--- src/rtl/if_fetch_controller_pkg.sv ---
// Shared definitions for the IF-stage fetch controller: widths, reset PC,
// HALT encoding and the debug-visible FSM state codes.
package if_fetch_controller_pkg;

  localparam int unsigned PC_W    = 32;
  localparam int unsigned INSTR_W = 32;
  localparam int unsigned STATE_W = 3;

  localparam logic [PC_W-1:0]    RESET_PC_DEFAULT  = 32'h0000_0000;
  localparam logic [INSTR_W-1:0] HALT_WORD_DEFAULT = 32'hFFFF_FFFF;
  localparam logic [PC_W-1:0]    PC_STEP           = 32'd4;

  // Encodings are visible on o_state, so they are fixed values.
  typedef enum logic [STATE_W-1:0] {
    ST_IDLE = 3'd0,
    ST_LOAD = 3'd1,
    ST_RUN  = 3'd2,
    ST_STEP = 3'd3,
    ST_HALT = 3'd4
  } fetch_state_e;

  // States in which the PC drives instruction-memory reads.
  function automatic logic is_fetch_state(input fetch_state_e s);
    return (s == ST_RUN) || (s == ST_STEP);
  endfunction

endpackage

--- src/rtl/if_fetch_controller_pc_reg.sv ---
// if_pc_reg: program-counter register.
// Ports:
//   i_clk, i_reset_n   clock, async active-low reset (PC -> RESET_PC)
//   i_clear            reload RESET_PC (leaving LOAD)
//   i_redirect(_pc)    load branch/jump target
//   i_stall            hold PC
//   i_advance          PC += 4
//   o_pc               current PC
// Priority: clear > redirect > stall > advance.
module if_pc_reg
  import if_fetch_controller_pkg::*;
#(
  parameter logic [PC_W-1:0] RESET_PC = RESET_PC_DEFAULT
) (
  input  logic            i_clk,
  input  logic            i_reset_n,
  input  logic            i_clear,
  input  logic            i_redirect,
  input  logic [PC_W-1:0] i_redirect_pc,
  input  logic            i_stall,
  input  logic            i_advance,
  output logic [PC_W-1:0] o_pc
);

  logic [PC_W-1:0] r_pc;

  // PC update; the +4 wraps naturally at 2^32.
  always_ff @(posedge i_clk or negedge i_reset_n) begin
    if (!i_reset_n) begin
      r_pc <= RESET_PC;
    end else if (i_clear) begin
      r_pc <= RESET_PC;
    end else if (i_redirect) begin
      r_pc <= i_redirect_pc;
    end else if (i_stall) begin
      r_pc <= r_pc;
    end else if (i_advance) begin
      r_pc <= r_pc + PC_STEP;
    end
  end

  assign o_pc = r_pc;

endmodule

--- src/rtl/if_fetch_controller.sv ---
// if_fetch_controller: IF-stage sequencer. Owns the PC, shares the single
// instruction-memory port between the debug loader and fetch, applies
// stalls/redirects and stops on the HALT word.
// Ports:
//   loader : i_load_en/addr/data in, o_load_ack out (one cycle after a write)
//   control: i_run, i_step (IDLE only), i_stall, i_redirect/_pc (RUN/STEP only)
//   imem   : o_imem_addr/we/wdata out, i_imem_rdata in (1-cycle read latency)
//   IF/ID  : o_instruction, o_pc, o_pc_plus4, o_valid
//   debug  : o_halted, o_state
module if_fetch_controller
  import if_fetch_controller_pkg::*;
#(
  parameter logic [PC_W-1:0]    RESET_PC  = RESET_PC_DEFAULT,
  parameter int unsigned        IMEM_AW   = 8,
  parameter logic [INSTR_W-1:0] HALT_WORD = HALT_WORD_DEFAULT
) (
  input  logic               i_clk,
  input  logic               i_reset_n,
  input  logic               i_load_en,
  input  logic [IMEM_AW-1:0] i_load_addr,
  input  logic [INSTR_W-1:0] i_load_data,
  output logic               o_load_ack,
  input  logic               i_run,
  input  logic               i_step,
  input  logic               i_stall,
  input  logic               i_redirect,
  input  logic [PC_W-1:0]    i_redirect_pc,
  output logic [IMEM_AW-1:0] o_imem_addr,
  output logic               o_imem_we,
  output logic [INSTR_W-1:0] o_imem_wdata,
  input  logic [INSTR_W-1:0] i_imem_rdata,
  output logic [INSTR_W-1:0] o_instruction,
  output logic [PC_W-1:0]    o_pc,
  output logic [PC_W-1:0]    o_pc_plus4,
  output logic               o_valid,
  output logic               o_halted,
  output logic [STATE_W-1:0] o_state
);

  fetch_state_e       r_state;
  logic [PC_W-1:0]    r_fetch_pc;
  logic               r_valid_q;
  logic               r_load_ack;

  logic [PC_W-1:0]    w_pc;
  logic [IMEM_AW-1:0] w_imem_addr;
  logic               w_in_load;
  logic               w_fetching;
  logic               w_load_wr;
  logic               w_pc_clear;
  logic               w_redirect;
  logic               w_stall;
  logic               w_halt_det;
  logic               w_advance;

  assign w_in_load  = (r_state == ST_LOAD);
  assign w_fetching = is_fetch_state(r_state);
  assign w_load_wr  = w_in_load & i_load_en;
  assign w_pc_clear = w_in_load & ~i_load_en;
  assign w_redirect = w_fetching & i_redirect;
  assign w_stall    = w_fetching & i_stall & ~i_redirect;

  // HALT counts only for a live, non-stalled, non-squashed word in RUN.
  assign w_halt_det = (r_state == ST_RUN) & r_valid_q &
                      (i_imem_rdata == HALT_WORD) & ~i_stall & ~i_redirect;
  assign w_advance  = w_fetching & ~i_redirect & ~i_stall & ~w_halt_det;

  if_pc_reg #(
    .RESET_PC (RESET_PC)
  ) u_pc_reg (
    .i_clk         (i_clk),
    .i_reset_n     (i_reset_n),
    .i_clear       (w_pc_clear),
    .i_redirect    (w_redirect),
    .i_redirect_pc (i_redirect_pc),
    .i_stall       (w_stall),
    .i_advance     (w_advance),
    .o_pc          (w_pc)
  );

  // Port mux. While stalled the held instruction's own address is re-read
  // so the synchronous memory keeps returning the same word.
  always_comb begin
    w_imem_addr = w_pc[IMEM_AW+1:2];
    if (w_in_load) begin
      w_imem_addr = i_load_addr;
    end else if (w_stall) begin
      w_imem_addr = r_fetch_pc[IMEM_AW+1:2];
    end
  end

  // Control FSM with fetch_pc / valid / load-ack registers.
  always_ff @(posedge i_clk or negedge i_reset_n) begin
    if (!i_reset_n) begin
      r_state    <= ST_IDLE;
      r_fetch_pc <= RESET_PC;
      r_valid_q  <= 1'b0;
      r_load_ack <= 1'b0;
    end else begin
      r_load_ack <= w_load_wr;
      case (r_state)
        ST_IDLE: begin
          r_valid_q <= 1'b0;
          if (i_load_en) begin
            r_state <= ST_LOAD;
          end else if (i_run) begin
            r_state <= ST_RUN;
          end else if (i_step) begin
            r_state <= ST_STEP;
          end
        end
        ST_LOAD: begin
          r_valid_q <= 1'b0;
          if (!i_load_en) begin
            r_state <= ST_IDLE;
          end
        end
        ST_RUN: begin
          if (w_redirect) begin
            r_valid_q <= 1'b0;
          end else if (!i_stall) begin
            if (w_halt_det) begin
              r_valid_q <= 1'b0;
              r_state   <= ST_HALT;
            end else begin
              r_fetch_pc <= w_pc;
              r_valid_q  <= 1'b1;
            end
          end
        end
        ST_STEP: begin
          if (w_redirect) begin
            r_valid_q <= 1'b0;
            r_state   <= ST_IDLE;
          end else if (!i_stall) begin
            r_fetch_pc <= w_pc;
            r_valid_q  <= 1'b1;
            r_state    <= ST_IDLE;
          end
        end
        ST_HALT: begin
          r_valid_q <= 1'b0;
          if (i_load_en) begin
            r_state <= ST_LOAD;
          end
        end
        default: begin
          r_valid_q <= 1'b0;
          r_state   <= ST_IDLE;
        end
      endcase
    end
  end

  assign o_imem_addr   = w_imem_addr;
  assign o_imem_we     = w_load_wr;
  assign o_imem_wdata  = w_in_load ? i_load_data : '0;
  assign o_load_ack    = r_load_ack;
  assign o_instruction = r_valid_q ? i_imem_rdata : '0;
  assign o_pc          = r_fetch_pc;
  assign o_pc_plus4    = r_fetch_pc + PC_STEP;
  assign o_valid       = r_valid_q;
  assign o_halted      = (r_state == ST_HALT);
  assign o_state       = r_state;

endmodule

--- config.mk ---
export PLATFORM = sky130hd
export DESIGN_NAME = if_fetch_controller
export DESIGN_NICKNAME = d
export VERILOG_FILES = /design/src/rtl/if_fetch_controller_pkg.sv /design/src/rtl/if_fetch_controller_pc_reg.sv /design/src/rtl/if_fetch_controller.sv
export SDC_FILE = /design/constraint.sdc
export NUM_CORES = 1
export LEC_CHECK = 0
export BUFFER_PORTS_ARGS = -buffer_cell sky130_fd_sc_hd__clkbuf_2
export CORE_MARGIN = 2
export CORE_UTILIZATION = 44
export DETAILED_ROUTE_END_ITERATION = 8
export GPL_TIMING_DRIVEN = 0
export HOLD_SLACK_MARGIN = 0.1
export PLACE_DENSITY = 0.78
export SETUP_SLACK_MARGIN = 0.15
export SYNTH_ARGS = -nofsm -noshare
export SYNTH_HDL_FRONTEND = slang
export SYNTH_HIERARCHICAL = 1
export SYNTH_SLANG_ARGS = --single-unit
--- constraint.sdc ---
create_clock -name i_clk -period 2.7 [get_ports i_clk]
set_input_delay 0.27 -clock i_clk [delete_from_list [all_inputs] [get_ports i_clk]]
set_output_delay 0.27 -clock i_clk [all_outputs]
set_load 0.1 [all_outputs]
==> metrics <==
status completed; Die Width between 100 and 150 µm; # rows 42; Synth Area per Inst 7.92 µm²; Die Ht 120 µm; total grt overflow 0; Clock Pin Slew Worst Setup and Hold Paths 60 ps; Setup-failing EPs final 0; synth warn 6; number of iterations in the first detailed-routing pass 6; IO buf count 253; DRC viols 0; Root Buffer clkbuf_16; Seq/Total Area, Yosys 0.290; largest family of logic cells by synthesized area simple AND/OR/NAND/NOR gates; core area 0.0132 mm²; initial core utilization 0.450; vias in the first global route 6666; H-tree depth 3; Tmin final between 2000 and 3000 ps; Crit path arrival time 2940 ps; hpwl dp 16200 µm; post-synthesis async set-or-reset flop share 1.00; Area Growth Syn to Fin 53.1%; Clock Latency Late Sink 340 ps; EDFF count, synth 0; Mapped Area 0.00596 mm²; leading area contributor after synthesis dfrtp_1; simple-gate share of the synthesized area 0.415; Fin. Hold Viols 0; hold path depth 3; Sink Count 69; drt wl/cell 18.4 µm; Synth Register Bits 69; Mapped Cells 752; CP Capture Type register; setup slack after layout 15.1 ps; share of layout cells above drive strength 1 0.443; initial antenna violation count 0; CTS Buf Count 9; startpoint type of the worst setup path register; Max FO, Critical Path 7; Reg2Reg Depth 12; routed via count 7119; clk_skew 7.49 ps; Synth top area share 0.290; HP Class input port to register; pin count of the biggest net entering global routing 37; Post-DP Area 0.00822 mm²; design area just over 0.009 mm²; Place WS -297 ps; Fmax 0.372 GHz; Initial DRC Count 626; MaxCap Viol Count 0; Syn Nets 865; Critical Path RT between 2000 and 3000 ps; Antenna Nets Post-Route 0; final count of pins violating max slew 0; n_diodes 0; adder-cell share of the synthesized area 0.00420; setup TNS 0 ps; All-Layer GR Usage 0.301; post-synthesis compound-gate area fraction 0.129; clk buf depth 2; # nets final 1152; max_slew headroom 0.412; CTS tree yes; period utilization 0.994; Primary FF master, synth dfrtp_1; Placer Congestion 0.895; first-pass GRT wire length 34400 µm; Tightest Pin Transition just under 900 ps; multiplexer share of the synthesized area 0.0269; RSZ-0062 raised after global routing yes; vias per cell approximately 5.8; post-synthesis xor/xnor area fraction 0.0735; top cells by area, synth dfrtp_1 (29%), and2_1 (11%), nand4_1 (6.6%); post-synthesis cell type count 54; final WL 22500 µm; I/O pin cnt around 250; crit path kind register to register; die area 0.0145 mm²
critical path, cell delays in order, from the launching register on:
cell and delay (ps):
dfrtp_4 480, buf_8 130, nand2b_4 130, or3_1 310, clkbuf_8 150, buf_8 120, nor2_4 110, and4b_2 250
nor4b_4 220, buf_6 170, nand4_1 110, xor2_1 190, a211oi_1 230
sequential cells by signal, summed over array words and instances (netlist names):
signal,flops
o_load_ack,1
o_valid,1
o_pc,32
o_state,3
u_pc_reg/o_pc,32
synth_stat cells (16+ instances only):
cell	instances
nor2_1	39
nand2_1	40
o21ai_1	30
nand3_1	53
nand4_1	63
xnor2_1	35
and3_1	41
mux2i_1	16
a221oi_1	33
dfrtp_1	69
and2_1	103
nor2b_1	32
clkbuf_1	48
layout by cell type (no fill, tap or decap), types with 5 or more instances in the layout:
cell,instances
a221oi_1,33
nor3_1,6
clkbuf_8,14
and3_1,41
nand3_1,50
and4_1,9
dfrtp_2,9
nor3_2,5
buf_4,28
nand2_1,37
clkbuf_2,201
o21ai_1,30
xnor2_1,13
xnor2_4,19
dfrtp_4,21
a211oi_1,8
and2_1,70
clkbuf_1,35
buf_8,6
dfrtp_1,39
mux2i_1,16
nand4_1,63
and2_2,33
o21ai_0,7
buf_6,9
clkbuf_4,42
buf_2,10
a21oi_1,12
nor2_1,38
xor2_1,10
inv_1,8
clkbuf_16,9
nor2b_1,31
o21ai_4,7
logic make-up (layout without fill, tap and decap cells):
logic type,Yosys count,count (layout)
buffers and inverters,82,374
muxes,16,16
and+or+nand+nor,418,418
adders and majority gates,2,2
AOI/OAI and AO/OA,115,115
xor gates and xnor gates,50,50
DFF,69,69
per-layer routing:
| layer | vias up | share of wire | GRT usage |
|---|---|---|---|
| li1 | 3303 | - | - |
| met1 | 3367 | 0.38 | 0.368 |
| met2 | 404 | 0.50 | 0.514 |
| met3 | 45 | 0.089 | 0.0632 |
| met4 | 0 | 0.031 | 0.122 |
| met5 | - | 0 | 0 |
final cells by class:
cell class / count / area [µm²]
buffer: 72 / 413
clock inverter: 5 / 83.8
multi-input combinational: 601 / 4570
tap: 176 / 220
sequential: 69 / 1820
clock buffer: 11 / 233
timing repair buffer: 277 / 1750
fill: 1078 / 4120
inverter: 9 / 33.8
worst paths after layout:
path                                  startpoint                end  slack, ps
worst max-delay path                  o_state[2]  u_pc_reg/o_pc[21]         20
worst min-delay path            i_redirect_pc[6]   u_pc_reg/o_pc[6]        150
worst min register to register  u_pc_reg/o_pc[1]   u_pc_reg/o_pc[1]        630
worst max register to register        o_state[2]  u_pc_reg/o_pc[21]         20
max in group asynchronous              i_reset_n            o_pc[4]       1650
min in group asynchronous              i_reset_n  u_pc_reg/o_pc[17]        450
repair_timing:
action | 4_1_cts | 5_1_grt
resized for setup | 85 | 66
endpoints found under the hold margin | 33 | 0
buffers inserted | 15 | 7
hold buffers | 1 | 0
pin swaps | 8 | 9
endpoints found under the setup margin | 79 | 103
metrics by stage:
| step | cells | utilization | hold WS [ps] |
|---|---|---|---|
| finish | 1220 | 0.689 | 148 |
| global route | 1220 | 0.689 | 146 |
| CTS | 1213 | 0.677 | 144 |
| detailed placement | 1182 | 0.621 | 297 |
| global placement | 1181 | 0.619 | 499 |
| floorplan | 752 | - | -25.6 |
Power is not shown: default switching activity piles up to over one toggle a cycle in this logic, so the estimate is an artifact.
